### src/rtl/seg_pkg.sv
// seg_pkg: shared constants for the 7-segment readback path.
//   Glyphs are active-high in a..g order (bit 6 = a, bit 0 = g).
//   dec_t is the decoded result of one digit pattern.
package seg_pkg;

    localparam logic [6:0] GLYPH_0  = 7'h7E;
    localparam logic [6:0] GLYPH_1  = 7'h30;
    localparam logic [6:0] GLYPH_2  = 7'h6D;
    localparam logic [6:0] GLYPH_3  = 7'h79;
    localparam logic [6:0] GLYPH_4  = 7'h33;
    localparam logic [6:0] GLYPH_5  = 7'h5B;
    localparam logic [6:0] GLYPH_6  = 7'h5F;
    localparam logic [6:0] GLYPH_6A = 7'h1F;   // 6 without segment a
    localparam logic [6:0] GLYPH_7  = 7'h70;
    localparam logic [6:0] GLYPH_8  = 7'h7F;
    localparam logic [6:0] GLYPH_9  = 7'h7B;
    localparam logic [6:0] GLYPH_9A = 7'h73;   // 9 without segment d
    localparam logic [6:0] SEG_BLANK = 7'h00;
    localparam logic [3:0] NIB_BAD   = 4'hF;

    typedef struct packed {
        logic [3:0] nib;
        logic       blank;
        logic       bad;
    } dec_t;

    // Frame assembly view derived from the capture mask.
    typedef enum logic [1:0] {
        ST_SEARCH,
        ST_COLLECT,
        ST_DONE
    } scan_st_e;

    function automatic dec_t mk_dec(input logic [3:0] n, input logic b, input logic x);
        dec_t d;
        d.nib   = n;
        d.blank = b;
        d.bad   = x;
        return d;
    endfunction

endpackage

### src/rtl/seg_scan_decoder_if.sv
// seg_scan_decoder_if: scanned display lines in, reconstructed frame out.
//   seg/an_n       : sampled display bus (driven by master)
//   digits..bad    : last complete frame (driven by slave)
//   frame_valid / frame_changed : one-cycle strobes; scan_lost : level
interface seg_scan_decoder_if;
    logic [6:0]  seg;
    logic [3:0]  an_n;
    logic [15:0] digits;
    logic [3:0]  blank;
    logic [3:0]  bad;
    logic        frame_valid;
    logic        frame_changed;
    logic        scan_lost;

    modport master (
        output seg, an_n,
        input  digits, blank, bad, frame_valid, frame_changed, scan_lost
    );

    modport slave (
        input  seg, an_n,
        output digits, blank, bad, frame_valid, frame_changed, scan_lost
    );
endinterface

### src/rtl/seg7_to_bcd.sv
// seg7_to_bcd: combinational active-high segment pattern -> {nibble, blank, bad}.
//   i_pat : a..g, bit 6 = a
//   o_dec : nibble 0-9, blank (all-off, nibble 0), bad (nibble F)
module seg7_to_bcd
    import seg_pkg::*;
(
    input  logic [6:0] i_pat,
    output dec_t       o_dec
);

    always_comb begin
        o_dec = mk_dec(NIB_BAD, 1'b0, 1'b1);
        case (i_pat)
            GLYPH_0:             o_dec = mk_dec(4'd0, 1'b0, 1'b0);
            GLYPH_1:             o_dec = mk_dec(4'd1, 1'b0, 1'b0);
            GLYPH_2:             o_dec = mk_dec(4'd2, 1'b0, 1'b0);
            GLYPH_3:             o_dec = mk_dec(4'd3, 1'b0, 1'b0);
            GLYPH_4:             o_dec = mk_dec(4'd4, 1'b0, 1'b0);
            GLYPH_5:             o_dec = mk_dec(4'd5, 1'b0, 1'b0);
            GLYPH_6, GLYPH_6A:   o_dec = mk_dec(4'd6, 1'b0, 1'b0);
            GLYPH_7:             o_dec = mk_dec(4'd7, 1'b0, 1'b0);
            GLYPH_8:             o_dec = mk_dec(4'd8, 1'b0, 1'b0);
            GLYPH_9, GLYPH_9A:   o_dec = mk_dec(4'd9, 1'b0, 1'b0);
            SEG_BLANK:           o_dec = mk_dec(4'd0, 1'b1, 1'b0);
            default:             ;
        endcase
    end

endmodule

### src/rtl/seg_scan_decoder.sv
// seg_scan_decoder: samples the multiplexed 7-seg bus and rebuilds the
// four displayed digits as BCD.
//   clk, rst_n : clock, async active-low reset
//   bus        : slave modport -- seg/an_n in; digits, blank, bad,
//                frame_valid, frame_changed, scan_lost out
module seg_scan_decoder
    import seg_pkg::*;
#(
    parameter int STABLE_CYCLES  = 16,
    parameter int TIMEOUT        = 250000,
    parameter bit SEG_ACTIVE_LOW = 1'b1
) (
    input  logic               clk,
    input  logic               rst_n,
    seg_scan_decoder_if.slave  bus
);

    localparam int SW = $clog2(STABLE_CYCLES);
    localparam int WW = $clog2(TIMEOUT + 1);
    localparam logic [SW-1:0] STAB_MAX = SW'(STABLE_CYCLES - 1);
    localparam logic [WW-1:0] WD_MAX   = WW'(TIMEOUT);

    logic [6:0]       r_seg_s1, r_seg_s2, r_seg_prev;
    logic [3:0]       r_an_s1, r_an_s2, r_an_prev;
    logic [SW-1:0]    r_stab;
    logic [WW-1:0]    r_wd;
    logic [3:0]       r_mask;
    logic [3:0][3:0]  r_slot_nib;
    logic [3:0]       r_slot_blank, r_slot_bad;
    logic [15:0]      r_digits;
    logic [3:0]       r_blank, r_bad;
    logic             r_fv, r_fc, r_lost;
    logic             r_first;   // no frame delivered since reset

    logic             w_qual, w_hold, w_cap, w_done, w_to, w_changed;
    logic [6:0]       w_pat;
    logic [1:0]       w_idx;
    logic [3:0]       w_capbit;
    dec_t             w_dec;
    scan_st_e         w_state;

    seg7_to_bcd u_dec (.i_pat(w_pat), .o_dec(w_dec));

    always_comb begin
        w_qual   = ($countones(~r_an_s2) == 1);
        w_hold   = w_qual && ({r_an_s2, r_seg_s2} == {r_an_prev, r_seg_prev});
        // Fires on the edge where the counter lands on its final value.
        w_cap    = w_hold && (r_stab == STAB_MAX - 1'b1);
        w_pat    = SEG_ACTIVE_LOW ? ~r_seg_s2 : r_seg_s2;
        w_capbit = w_cap ? ~r_an_s2 : 4'b0000;
        w_idx    = 2'd0;
        for (int i = 0; i < 4; i++)
            if (!r_an_s2[i]) w_idx = 2'(i);
        w_state  = ST_COLLECT;
        if (r_mask == 4'b0000)      w_state = ST_SEARCH;
        else if (r_mask == 4'b1111) w_state = ST_DONE;
        w_done   = (w_state == ST_DONE);
        w_to     = !w_cap && (r_wd == WD_MAX - 1'b1);
        w_changed = r_first ||
                    ({r_slot_nib, r_slot_blank, r_slot_bad} != {r_digits, r_blank, r_bad});
    end

    always_ff @(posedge clk or negedge rst_n) begin
        if (!rst_n) begin
            r_seg_s1   <= '0;
            r_seg_s2   <= '0;
            r_seg_prev <= '0;
            r_an_s1    <= 4'hF;
            r_an_s2    <= 4'hF;
            r_an_prev  <= 4'hF;
            r_stab     <= '0;
        end else begin
            r_seg_s1   <= bus.seg;
            r_seg_s2   <= r_seg_s1;
            r_an_s1    <= bus.an_n;
            r_an_s2    <= r_an_s1;
            r_seg_prev <= r_seg_s2;
            r_an_prev  <= r_an_s2;
            if (!w_hold)
                r_stab <= '0;
            else if (r_stab != STAB_MAX)
                r_stab <= r_stab + 1'b1;
        end
    end

    always_ff @(posedge clk or negedge rst_n) begin
        if (!rst_n) begin
            r_mask       <= '0;
            r_slot_nib   <= '0;
            r_slot_blank <= '0;
            r_slot_bad   <= '0;
            r_digits     <= 16'h0000;
            r_blank      <= 4'hF;
            r_bad        <= 4'h0;
            r_fv         <= 1'b0;
            r_fc         <= 1'b0;
            r_first      <= 1'b1;
        end else begin
            // A capture on the clearing edge seeds the next frame.
            r_mask <= ((w_done || w_to) ? 4'b0000 : r_mask) | w_capbit;
            if (w_cap) begin
                r_slot_nib[w_idx]   <= w_dec.nib;
                r_slot_blank[w_idx] <= w_dec.blank;
                r_slot_bad[w_idx]   <= w_dec.bad;
            end
            r_fv <= w_done;
            r_fc <= w_done && w_changed;
            if (w_done) begin
                r_digits <= r_slot_nib;
                r_blank  <= r_slot_blank;
                r_bad    <= r_slot_bad;
                r_first  <= 1'b0;
            end
        end
    end

    always_ff @(posedge clk or negedge rst_n) begin
        if (!rst_n) begin
            r_wd   <= '0;
            r_lost <= 1'b0;
        end else if (w_cap) begin
            r_wd   <= '0;
            r_lost <= 1'b0;
        end else if (r_wd != WD_MAX) begin
            r_wd   <= r_wd + 1'b1;
            r_lost <= (r_wd == WD_MAX - 1'b1);
        end
    end

    assign bus.digits        = r_digits;
    assign bus.blank         = r_blank;
    assign bus.bad           = r_bad;
    assign bus.frame_valid   = r_fv;
    assign bus.frame_changed = r_fc;
    assign bus.scan_lost     = r_lost;

endmodule

### src/flat_wrapper.sv
// flat-port wrapper written by rule: the top's interface ports become plain ports
module seg_scan_decoder_flat import seg_pkg::*;
#(
    parameter int STABLE_CYCLES  = 16,
    parameter int TIMEOUT        = 250000,
    parameter bit SEG_ACTIVE_LOW = 1'b1
)
  (clk, rst_n, bus_seg, bus_an_n, bus_digits, bus_blank, bus_bad, bus_frame_valid, bus_frame_changed, bus_scan_lost);
  seg_scan_decoder_if bus_i ();
  input  logic clk;
  input  logic rst_n;
  input wire logic [$bits(bus_i.seg)-1:0] bus_seg;
  input wire logic [$bits(bus_i.an_n)-1:0] bus_an_n;
  output wire logic [$bits(bus_i.digits)-1:0] bus_digits;
  output wire logic [$bits(bus_i.blank)-1:0] bus_blank;
  output wire logic [$bits(bus_i.bad)-1:0] bus_bad;
  output wire logic [$bits(bus_i.frame_valid)-1:0] bus_frame_valid;
  output wire logic [$bits(bus_i.frame_changed)-1:0] bus_frame_changed;
  output wire logic [$bits(bus_i.scan_lost)-1:0] bus_scan_lost;
  assign bus_i.seg = bus_seg;
  assign bus_i.an_n = bus_an_n;
  assign bus_digits = bus_i.digits;
  assign bus_blank = bus_i.blank;
  assign bus_bad = bus_i.bad;
  assign bus_frame_valid = bus_i.frame_valid;
  assign bus_frame_changed = bus_i.frame_changed;
  assign bus_scan_lost = bus_i.scan_lost;
  seg_scan_decoder #(.STABLE_CYCLES(STABLE_CYCLES), .TIMEOUT(TIMEOUT), .SEG_ACTIVE_LOW(SEG_ACTIVE_LOW)) u_core (.clk(clk), .rst_n(rst_n), .bus(bus_i));
endmodule
### config.mk
export PLATFORM = sky130hd
export DESIGN_NAME = seg_scan_decoder_flat
export DESIGN_NICKNAME = d
export VERILOG_FILES = /design/src/rtl/seg_pkg.sv /design/src/rtl/seg_scan_decoder_if.sv /design/src/rtl/seg7_to_bcd.sv /design/src/rtl/seg_scan_decoder.sv /design/src/flat_wrapper.sv
export SDC_FILE = /design/constraint.sdc
export NUM_CORES = 1
export LEC_CHECK = 0
export ABC_CLOCK_PERIOD_IN_PS = 3000
export BUFFER_PORTS_ARGS = -buffer_cell sky130_fd_sc_hd__buf_2
export CORE_MARGIN = 2
export CORE_UTILIZATION = 56
export CTS_BUF_LIST = sky130_fd_sc_hd__clkbuf_2 sky130_fd_sc_hd__clkbuf_4 sky130_fd_sc_hd__clkbuf_8
export DETAILED_ROUTE_END_ITERATION = 8
export GPL_ROUTABILITY_DRIVEN = 0
export PLACE_DENSITY = 0.78
export SLEW_MARGIN = 20
export SYNTH_ARGS = -nofsm -noshare
export SYNTH_HDL_FRONTEND = slang
export SYNTH_SLANG_ARGS = --single-unit
### constraint.sdc
create_clock -name clk -period 3 [get_ports clk]
set_clock_uncertainty 0.05 [all_clocks]
set_input_delay 0.45 -clock clk [delete_from_list [all_inputs] [get_ports clk]]
set_output_delay 0.45 -clock clk [all_outputs]
set_load 0.005 [all_outputs]
=== After elaboration in Yosys (flattened, before gate mapping) ===
Index checks and enable logic that the tools add are counted.

* Register bits after elaboration: 111
* Logic and storage cells: 88

* Reductions and logical operators: 13
* Magnitude comparators: 2
* $add $sub $neg: 5
* Muxes and demuxes: 21
* Bitwise gates (word level): 3
* Equal/unequal tests: 22

{| class="wikitable"
|+ Operators with widths
! cell !! number
|-
| 6-bit case mux with 11 select lines || 1
|-
| 7-bit == test (second input constant) || 9
|-
| 18-bit two-way mux || 2
|-
| 32-bit adder || 1
|-
| 32-bit by 2-bit == test with 1-bit output (second input constant) || 1
|-
| 24-bit inequality test || 1
|-
| 4-bit two-way mux || 5
|-
| 18-bit by 1-bit adder with 18-bit output (second input constant) || 1
|-
| 18-bit == test (second input constant) || 1
|-
| 18-bit inequality test (second input constant) || 1
|-
| 16-bit bitwise mux || 1
|-
| 7-bit by 6-bit == test with 1-bit output (second input constant) || 2
|-
| 11-bit == test || 1
|-
| 4-bit bitwise mux || 2
|-
| 4-bit demux with 2-bit select || 1
|-
| 4-bit == test (second input constant) || 2
|-
| 2-bit two-way mux || 4
|-
| 7-bit by 5-bit == test with 1-bit output (second input constant) || 1
|-
| 7-bit zero test || 1
|-
| 7-bit NOT || 1
|-
| 1-bit logical AND || 5
|-
| 1-bit by 1-bit adder with 2-bit output || 2
|-
| 4-bit by 1-bit adder with 4-bit output (second input constant) || 1
|-
| 4-bit zero test || 1
|-
| 13 further kinds || 18
|}

=== Logic depth before layout (Yosys ltp) ===
* Depth in word-level cells: 11
* Gate-level depth with buffers: 11
* Depth with buffers taken out: 9

=== By module ===
From an unflattened synthesis, not the netlist that was laid out.

* Cell total of the unflattened synthesis: 433
* Area, all modules: 4838.4 um2

{| class="wikitable"
|+ By module, submodules not included
! module !! area an instance (um2) !! times used !! cells each !! sequential area each (um2)
|-
| seg_scan_decoder || 4555.6 || 1 || 392 || 2798.9
|-
| seg7_to_bcd || 282.8 || 1 || 41 || 0.0
|}

=== Least setup slack after synthesis ===
Ideal clock, no wire load.

* Kind: reg2reg
* From: register u_core.r_an_s2[3]
* To: register u_core.r_slot_blank[0]
* Data arrival time: 2917 ps
* Required time: 2825 ps
* Cell stages (with the launch flop): 9
* Path buffers: 0
* Setup slack: -91 ps
* Period minus slack after synthesis: 3091 ps
* Cell sequence: dfstp_2 > inv_1 > ha_1 > ha_1 > fa_1 > nor3b_2 > nand4_1 > nor4_1 > mux2_2

* Longest elaborated chain between the ends: 6

{| class="wikitable"
|+ RTL lines
! what !! RTL line !! text
|-
| from (decl) || seg_scan_decoder.sv:24 || <nowiki>logic [3:0] r_an_s1, r_an_s2, r_an_prev;</nowiki>
|-
| from (signal assigned) || seg_scan_decoder.sv:76 || <nowiki>r_an_s2 <= r_an_s1;</nowiki>
|-
| 4-bit NOT / 2-bit two-way mux (equally long branches) || seg_scan_decoder.sv:45, seg_scan_decoder.sv:53 ||
|-
| 1-bit by 1-bit adder with 2-bit output (implied by the code), or another cell as far along || seg_scan_decoder.sv:45 || <nowiki>w_qual = ($countones(~r_an_s2) == 1);</nowiki>
|-
| 32-bit adder (implied by the code) / 1-bit logical AND (equally long branches) || seg_scan_decoder.sv:45, seg_scan_decoder.sv:103 ||
|-
| 32-bit by 2-bit == test with 1-bit output / 1-bit two-way mux (equally long branches) || seg_scan_decoder.sv:45, seg_scan_decoder.sv:103 ||
|-
| 1-bit logical AND / 1-bit demux with 2-bit select (equally long branches) || -- ||
|-
| 1-bit logical AND / 4-bit bitwise mux (equally long branches) || seg_scan_decoder.sv:48, seg_scan_decoder.sv:103 ||
|-
| to (signal, indexed assignment) || seg_scan_decoder.sv:103 || <nowiki>r_slot_blank[w_idx] <= w_dec.blank;</nowiki>
|-
| to (decl) || seg_scan_decoder.sv:29 || <nowiki>logic [3:0] r_slot_blank, r_slot_bad;</nowiki>
|}

Parallel ways exist; a longest one is shown, timed or not.
A chain may end at the register's enable or synchronous reset.

=== Final worst setup path ===
* From: register u_core.r_an_s2[2]
* To: register u_core.r_slot_nib[4] (netlist name)

* Longest elaborated chain between the ends: 7

{| class="wikitable"
|+ RTL lines
! what !! RTL line !! text
|-
| parallel branches: the longest is 7 deep, another holds 32-bit adder || -- ||
|-
| to (signal, indexed assignment) || seg_scan_decoder.sv:102 || <nowiki>r_slot_nib[w_idx] <= w_dec.nib;</nowiki>
|-
| to (decl) || seg_scan_decoder.sv:28 || <nowiki>logic [3:0][3:0] r_slot_nib;</nowiki>
|}

Several ways; the timed one is not identified.

==> flow_summary.yaml <==
power:
  powerDensity_nw_per_um2: 488
  swShare_pct: 21.0
  p_clk_share_pct: 40.1
  pwr-share-seq_pct: 54.9
  p_int_mw: 2.23
  leakage_nw: 2.64
  totalPowerFinal_mw: 2.82
  power.switching_uw: 592
  combPwrFrac_pct: 5.0
  ir_worst_vdd_v: 0.000259
global_routing:
  antenna_found_initial: 0
  grt_use_total_pct: 21.1
  grt_pass1_vias: 3423
  grt_pass1_wl_microns: 16300
  grt_max_degree: 67
  overflow: 0
clocking:
  clock_latency_ns: 0.38
  cts_buffer_depth: 2
  clk_pin_slew_ns: 0.10
  cts_tree: "built"
  clkSinkCount: 111
  root_buffer: "clkbuf_8"
  cts_made_buffers: 9
  cts-htree-levels: 3
final_layout:
  diodes: 0
  final_area_sq_um: 5780
  area_delta_synth_final_pct: 14.2
  nets: 531
  fin_util_pct: 66.3
  drive_gt1_share_pct: 24.6
synth:
  synthTopCellsByCount: "94 x dfrtp_1, 68 x nand2_1, 42 x xnor2_1, 39 x nor2_1, 19 x inv_1"
  synthAdderAreaFrac_pct: 2.82
  post-synth-top-count-cell: "dfrtp_1"
  synth_edf_count: 0
  synthTopCellsByArea: "dfrtp_1 47%, dfstp_2 8.8%, xnor2_1 7.3%"
  synth_seq_cells: 111
  muxShareOfSynthArea_pct: 3.86
  synth_nets: 476
  synth-simple-area-share_pct: 19.3
  yosysTopAreaCell: "dfrtp_1"
  yosysUniqueCellTypes: 57
  async_flop_share_pct: 100
  ys_warn_count: 0
  synth_top_family_by_area: "simple AND/OR/NAND/NOR gates"
  synth-compound-area-share_pct: 5.66
  yosysTopAreaCellShare_pct: 46.5
  synth_ff_type: "dfrtp_1"
  synthXorXnorAreaFrac_pct: 9.18
  ys_seq_area_share_pct: 55.3
  synth_area_sq_um: 5060
  syn_area_per_cell_sq_um: 11.2
  synth_cells: 453
setup_path:
  crit_fanout: 3
  endpoint_kind: "flop"
  cp.arrival_ns: 3.15
  r2r-start: "u_core.r_an_s2[2]$_DFF_PN1_"
  reg2reg_depth: 9
  rr_endpoint: "u_core.r_slot_nib[4]$_DFFE_PN0P_"
  regToRegSetupSlack_ns: 0.07
  path_class: "reg2reg"
  cp.required_ns: 3.21
  start_kind: "flop"
placement:
  io_buffers: 39
  pre_cts_slack_ns: -0.00340
  dp_hpwl_microns: 6850
  placed_area_sq_um: 5440
min_path:
  hold_class: "in2async"
timing:
  timing.final.crit_share_pct: 97.8
  relSlewSlack_pct: 40.8
  post-route-worst-setup-slack_ns: 0.0663
  fin_crit_ns: 2.93
  finalHoldViolations: 0
  slew_viol_final: 0
  grt_setup_unrepaired: "true"
  finalSetupViolations: 0
  max_freq_ghz: 0.341
  worst_slew_pin_slew_ns: 0.887
drt:
  drc: 0
  drt_iter0_drc: 132
  wl_per_cell_microns: 15.8
  wirelength_microns: 9780
  postRouteAntennaNets: 0
  dr.pass1.iters: 4
  viasPerCell: 5.53
  vias: 3435
floorplanning:
  die_area_sq_um: 9810
  core-area_sq_um: 8720
  start_util_pct: 58.0
  die_w_microns: 99.0
  die_h_microns: 99.0
  rows: 34
  io_pins: 40
run:
  drv_cap: 0
outcome:
  status: "finished clean"
==> critical path: stages (launching register included) <==
cell     delay, ns
dfstp_2       0.55
inv_2         0.05
ha_4          0.24
ha_4          0.15
fa_1          0.45
nor3b_2       0.24
and4_1        0.25
nand4_1       0.22
nor3_4        0.30
mux2_4        0.32
==> registers in the layout, indices dropped and copies added, names as in the netlist, 7 cells and up <==
name               count
u_core.r_wd           18
u_core.bus.digits     16
u_core.r_slot_nib     16
u_core.r_seg_prev      7
u_core.r_seg_s1        7
u_core.r_seg_s2        7
==> power by group through the flow <==
stage / Sequential [mW] / Clock (mW) / Combinational (mW)
after floorplan: 1.57 / 0 / 0.0784
after global placement: 1.57 / 0 / 0.126
after global routing: 1.55 / 1.20 / 0.158
final: 1.55 / 1.13 / 0.141
after CTS: 1.55 / 1.15 / 0.135
after detailed placement: 1.58 / 0 / 0.129
==> how the worst max path moves through the flow <==
| stage | startpoint | endpoint | cells after the start |
|---|---|---|---|
| final | u_core.r_an_s2[2]$_DFF_PN1_ | u_core.r_slot_nib[4]$_DFFE_PN0P_ | 9 |
| after global routing | u_core.r_an_s2[0]$_DFF_PN1_ | u_core.r_slot_nib[6]$_DFFE_PN0P_ | 10 |
| after CTS | u_core.r_an_s2[1]$_DFF_PN1_ | u_core.r_slot_nib[4]$_DFFE_PN0P_ | 9 |
| after detailed placement | u_core.r_an_s2[0]$_DFF_PN1_ | u_core.r_slot_nib[6]$_DFFE_PN0P_ | 10 |
| after global placement | u_core.r_an_s2[0]$_DFF_PN1_ | u_core.r_slot_nib[4]$_DFFE_PN0P_ | 9 |
| after floorplan | u_core.r_an_s2[3]$_DFF_PN1_ | u_core.r_wd[10]$_DFFE_PN0P_ | 9 |
==> layout make-up <==
cell class	count	area, sq um
multi-input cells	307	2120
repair buffers	59	380
flip-flops and latches	111	2800
well taps	108	135
clock inverters	6	133
fillers	653	2940
inverters	20	75.1
clock buffers	10	131
==> cells in the final DEF, fill, tap and decap left out, types with 11 or more instances in the layout <==
master | netlist | layout
nand2_1 | 68 | 68
nor2_1 | 39 | 39
nand4_1 | 16 | 16
nand3_1 | 16 | 16
xnor2_1 | 42 | 42
xor2_1 | 11 | 11
buf_2 | 1 | 38
inv_1 | 19 | 15
dfrtp_1 | 94 | 94
buf_4 | 1 | 17
dfstp_2 | 17 | 17
==> metal layers <==
metal,vias to the layer above,GRT usage [%],part of all wire (%)
met5,-,0,0
met1,1703,27.4,44
li1,1652,-,-
met2,64,34.8,50
met3,16,4.47,3.5
met4,0,8.75,2.1
==> what timing repair did <==
action / in CTS / in global routing
endpoints found under the setup margin: 4 / 13
setup buffers: 3 / 1
pin swaps: 6 / 7
resized for setup: 4 / 3
hold endpoints to repair: 0 / 0
hold buffers: 0 / 0
==> cells by family after synthesis <==
logic type	after synthesis
AO/OA/AOI/OAI	39
buffers and inverters	35
XOR/XNOR	53
multiplexers	17
flip-flops	111
AND/OR/NAND/NOR	187
adder cells (fa/ha/maj)	11
==> per-stage QoR <==
| step | instances | setup TNS [ns] | hold slack [ns] |
|---|---|---|---|
| 6_report | 621 | 0 | 0.0202 |
| 5_1_grt | 621 | -0.660 | 0.0569 |
| 4_1_cts | 620 | 0 | 0.0310 |
| 3_5_place_dp | 601 | -0.00340 | 0.285 |
| 3_3_place_gp | 601 | 0 | 0.286 |
| 2_1_floorplan | 453 | 0 | 0.104 |
No activity file was read; power rests on OpenSTA's default activity.
